<file path="config.mk">
export PLATFORM = sky130hd
export DESIGN_NAME = dmem_arbiter
export DESIGN_NICKNAME = d
export VERILOG_FILES = /design/src/rtl/dmem_arbiter.sv
export SDC_FILE = /design/constraint.sdc
export NUM_CORES = 1
export LEC_CHECK = 0
export CAP_MARGIN = 20
export CELL_PAD_IN_SITES_DETAIL_PLACEMENT = 0
export CELL_PAD_IN_SITES_GLOBAL_PLACEMENT = 1
export CORE_MARGIN = 1
export CORE_UTILIZATION = 24
export DETAILED_ROUTE_END_ITERATION = 10
export HOLD_SLACK_MARGIN = 0.12
export PLACE_DENSITY_LB_ADDON = 0.1
export RECOVER_POWER = 100
export REMOVE_ABC_BUFFERS = 1
export SLEW_MARGIN = 20
export SYNTH_ARGS = -nofsm -noshare
export SYNTH_HDL_FRONTEND = slang
export SYNTH_SLANG_ARGS = --single-unit
</file>
<file path="constraint.sdc">
create_clock -name clock -period 2.18 [get_ports clock]
set_input_delay 0.218 -clock clock [delete_from_list [all_inputs] [get_ports clock]]
set_output_delay 0.218 -clock clock [all_outputs]
set_load 0.01 [all_outputs]
</file>
<file path="src/rtl/dmem_arbiter.sv">
// Two-port round-robin arbiter sharing the data memory between the CPU LSU (A)
// and the debug loader (B), with a burst limit that bounds starvation.
module dmem_arbiter #(
  parameter int XLEN      = 32,
  parameter int MAX_BURST = 4
) (
  input  logic            clock,
  input  logic            reset_n,
  input  logic            a_req,
  input  logic            a_we,
  input  logic [XLEN-1:0] a_addr,
  input  logic [XLEN-1:0] a_wdata,
  input  logic [2:0]      a_type,
  output logic            a_gnt,
  output logic [XLEN-1:0] a_rdata,
  output logic            a_rvalid,
  input  logic            b_req,
  input  logic            b_we,
  input  logic [XLEN-1:0] b_addr,
  input  logic [XLEN-1:0] b_wdata,
  input  logic [2:0]      b_type,
  output logic            b_gnt,
  output logic [XLEN-1:0] b_rdata,
  output logic            b_rvalid,
  output logic            mem_enable,
  output logic            mem_write_enable,
  output logic [XLEN-1:0] mem_address,
  output logic [XLEN-1:0] mem_data_in,
  output logic [2:0]      mem_type_select,
  input  logic [XLEN-1:0] mem_data_out
);

  localparam logic [1:0] IDLE  = 2'd0;
  localparam logic [1:0] OWN_A = 2'd1;
  localparam logic [1:0] OWN_B = 2'd2;

  localparam logic OWNER_A = 1'b0;
  localparam logic OWNER_B = 1'b1;

  // burst_cnt counts extra grants beyond the first in the current run
  localparam logic [3:0] BURST_LAST = 4'(MAX_BURST - 1);

  logic [1:0] state, state_next;
  logic [3:0] burst_cnt, burst_cnt_next, burst_sat;
  logic       last_owner;

  assign burst_sat = (burst_cnt == 4'hF) ? burst_cnt : burst_cnt + 4'd1;

  always_comb begin
    state_next     = IDLE;
    burst_cnt_next = 4'd0;
    case (state)
      IDLE: begin
        if (a_req && b_req)
          state_next = (last_owner == OWNER_B) ? OWN_A : OWN_B;
        else if (a_req)
          state_next = OWN_A;
        else if (b_req)
          state_next = OWN_B;
      end
      OWN_A: begin
        if (a_req && (!b_req || burst_cnt < BURST_LAST)) begin
          state_next     = OWN_A;
          burst_cnt_next = burst_sat;
        end else if (b_req) begin
          state_next = OWN_B;
        end else if (a_req) begin
          state_next     = OWN_A;
          burst_cnt_next = burst_sat;
        end
      end
      OWN_B: begin
        if (b_req && (!a_req || burst_cnt < BURST_LAST)) begin
          state_next     = OWN_B;
          burst_cnt_next = burst_sat;
        end else if (a_req) begin
          state_next = OWN_A;
        end else if (b_req) begin
          state_next     = OWN_B;
          burst_cnt_next = burst_sat;
        end
      end
      default: state_next = IDLE;
    endcase
  end

  // last_owner starts at B so that A wins the very first tie
  always_ff @(posedge clock or negedge reset_n) begin
    if (!reset_n) begin
      state      <= IDLE;
      burst_cnt  <= 4'd0;
      last_owner <= OWNER_B;
    end else begin
      state     <= state_next;
      burst_cnt <= burst_cnt_next;
      if (state == OWN_A)
        last_owner <= OWNER_A;
      else if (state == OWN_B)
        last_owner <= OWNER_B;
    end
  end

  assign a_gnt = (state == OWN_A) && a_req;
  assign b_gnt = (state == OWN_B) && b_req;

  always_comb begin
    mem_enable       = 1'b0;
    mem_write_enable = 1'b0;
    mem_address      = '0;
    mem_data_in      = '0;
    mem_type_select  = 3'd0;
    if (a_gnt) begin
      mem_enable       = 1'b1;
      mem_write_enable = a_we;
      mem_address      = a_addr;
      mem_data_in      = a_wdata;
      mem_type_select  = a_type;
    end else if (b_gnt) begin
      mem_enable       = 1'b1;
      mem_write_enable = b_we;
      mem_address      = b_addr;
      mem_data_in      = b_wdata;
      mem_type_select  = b_type;
    end
  end

  // Read data is captured at the edge ending the grant cycle
  always_ff @(posedge clock or negedge reset_n) begin
    if (!reset_n) begin
      a_rvalid <= 1'b0;
      b_rvalid <= 1'b0;
      a_rdata  <= '0;
      b_rdata  <= '0;
    end else begin
      a_rvalid <= a_gnt && !a_we;
      b_rvalid <= b_gnt && !b_we;
      if (a_gnt && !a_we)
        a_rdata <= mem_data_out;
      if (b_gnt && !b_we)
        b_rdata <= mem_data_out;
    end
  end

endmodule

</file>
==> results.txt <==
synthesized area: 3755 sq um
largest net degree at the start of global routing: 38
DR vias/cell: 4.580
total CTS buffers: 9
Post-synth EDFFs: 0
RSZ-0062 raised after global routing: true
worst min-delay path class: flop to flop
CP startpoint kind: flop
worst-skew pair later-pin latency: 330 ps
Syn Inst Count: 274
Final Hold Viols: 0
total number of vias: 3751
Die Height: 127.1 microns
GP Congestion: 0.8920
die footprint: 16150 sq um
die width: 127.1 microns
clock skew: 10.80 ps
core area: 15260 sq um
Worst Setup End Kind: primary output
Synth top area share: 0.4798
Max Slew Vio Count: 0
fmax: 0.4697 GHz
final core utilization: 0.4789
crit path to: mem_address[9]
cell count of the worst reg-to-reg path: 9
share of layout cells above drive strength 1: 0.3086
maximum VDD drop: 0.0005755 V
drt drc: 0
min Tclk post-route: 2129 ps
Synth Warn #: 0
DRT iter0 DRCs: 127
setup slack, reg-to-reg: 170 ps
Bufs on Longest Clock Path: 2
H-tree levels: 3
Ports: 309
crit path max fanout: 18
Design Area, Final: 7307 sq um
crit path DAT: 1910 ps
vias in the first global route: 3987
worst setup path start: state[0]
root buf cell: clkbuf_16
Routed WL: 17950 microns
Seq/Total Area, Yosys: 0.4868
Synth cell types: 32
Syn Area/Cell: 13.70 sq um
Clock Pin Slew Worst Setup and Hold Paths: 50 ps
cell accounting for the most synthesized area: dfrtp_1
MaxCap Viol Count: 0
Synth Flop Type: dfrtp_1
Sink Count: 73
detailed placement HPWL: 14130 microns
Overall Global Routing Usage: 0.2189
Reg-to-Reg Start: state[0]
register bit total from synthesis: 73
Worst Max-Slew Pin Slew: 926.6 ps
CTS tree: done
WL/cell: 21.92 microns
Layout area overhead: 94.60%
GRT Residual Overflow: 0
Pre-antenna DRT Iters: 5
Post-synth top cells: 72 x dfrtp_1, 67 x a22o_1, 38 x mux2_4
Leakage Power: 3.367 nW
first-pass GRT wire length: 25550 microns
Rel. slew slack: 0.3823
status: complete, no violations
port buffer count: 308
most common cell in the synthesized netlist: dfrtp_1
pwr/cell area: 1093 nW/um^2
WP data required: 1960 ps
Reg-to-Reg End: b_rdata[7]
Net count, final: 778
remaining antenna violation count after routing: 0
initial antenna violation count: 3
final setup fails: 0
crit path kind: flop to primary output
Final period util: 0.9766
synth top area cells: dfrtp_1 48%, a22o_1 16%, mux2_4 15%, mux2_2 7.8%, ha_1 1.7%
Starting Density: 0.2461
post-synthesis async set-or-reset flop share: 1.000
area post-placement: 7169 sq um
row count: 45
-- flip-flops by register name, summed over array words and instances (netlist names) --
| signal | cells |
|---|---|
| a_rvalid | 1 |
| b_rvalid | 1 |
| last_owner | 1 |
| a_rdata | 32 |
| b_rdata | 32 |
| burst_cnt | 4 |
| state | 2 |
-- cell families after synthesis --
group,share of synthesized area
flip-flops,0.4868
adder cells (fa/ha/maj),0.01666
AND/OR/NAND/NOR,0.02699
XOR/XNOR,0.002333
buffers and inverters,0.05032
AO/OA/AOI/OAI,0.1816
multiplexers,0.2353
-- cell type report --
cell class	instances	area, sq um
diodes	2	5.005
fillers	1423	7951
clock inverters	5	37.54
inverters	7	36.28
repair buffers	337	3094
clock buffers	11	252.7
multi-input cells	173	1789
well taps	211	264.0
flip-flops and latches	73	1828
-- cell usage in the layout (no fill, tap or decap), drive strengths merged, types with 2 or more instances in the layout --
master           n
nand2b           3
clkbuf          75
a21o             2
nand3            2
a22o            67
mux2i            2
clkdlybuf4s15    4
a31oi            3
mux2            64
inv              8
clkinvlp         2
diode            2
buf             29
clkinv           2
clkdlybuf4s50  170
dlygate4sd2      2
nand2            7
o311ai           2
nor2             4
o21ai            3
dlygate4sd3     67
o31ai            2
dfrtp           72
ha               5
-- layer usage --
metal / up-vias / track usage / routed length [microns]
li1: 1698 / - / -
met1: 1850 / 0.2587 / 7139
met2: 177 / 0.3846 / 8938
met3: 22 / 0.06575 / 1609
met4: 4 / 0.05952 / 244
met5: - / 0 / 23
-- report_power, final --
group	internal, mW	total [mW]	switching (mW)	leakage [nW]
sequential	1.99	2.32	0.328	0.893
combinational	2.49	4.25	1.77	2.34
clock	0.836	1.41	0.575	0.138
total	5.31	7.98	2.67	3.37
-- through the flow --
step	total power [mW]	instances	setup WS [ps]	hold WS, ps	setup TNS (ps)
4_1_cts	8.417	817	-25.60	475.5	-25.60
3_3_place_gp	6.941	791	-88.77	295.7	-228.2
5_1_grt	8.445	817	-52.42	502.5	-124.3
2_1_floorplan	4.224	253	-1661	-77.59	-122540
6_report	7.984	819	50.97	480.0	0
3_5_place_dp	6.981	791	-93.37	304.4	-250.7
-- worst min-delay path by stage --
| stage | startpoint | end | slack [ps] | depth (start not counted) |
|---|---|---|---|---|
| 2_1_floorplan | reset_n | a_rdata[0] | -80 | 0 |
| 3_3_place_gp | reset_n | a_rdata[26] | 300 | 2 |
| 3_5_place_dp | reset_n | b_rdata[26] | 300 | 2 |
| 4_1_cts | reset_n | a_rdata[26] | 480 | 3 |
| 5_1_grt | last_owner | last_owner | 500 | 2 |
| 6_report | last_owner | last_owner | 480 | 2 |
-- worst max-delay path, stage by stage, from the launching register on --
cell	delay, ps
dfrtp_1	430
inv_2	90
ha_2	200
nand2_2	70
nor2_4	120
buf_4	140
buf_12	140
a22o_1	160
clkdlybuf4s15_1	240
-- repair_timing --
item / in CTS / in global routing
hold buffers: 1 / 0
endpoints found under the hold margin: 72 / 0
setup buffers: 7 / 0
setup endpoints to repair: 69 / 67
gates resized for setup: 128 / 94
pin swaps: 2 / 0
gates cloned: 2 / 0
Note: power is estimated with default switching activity, not from simulation.
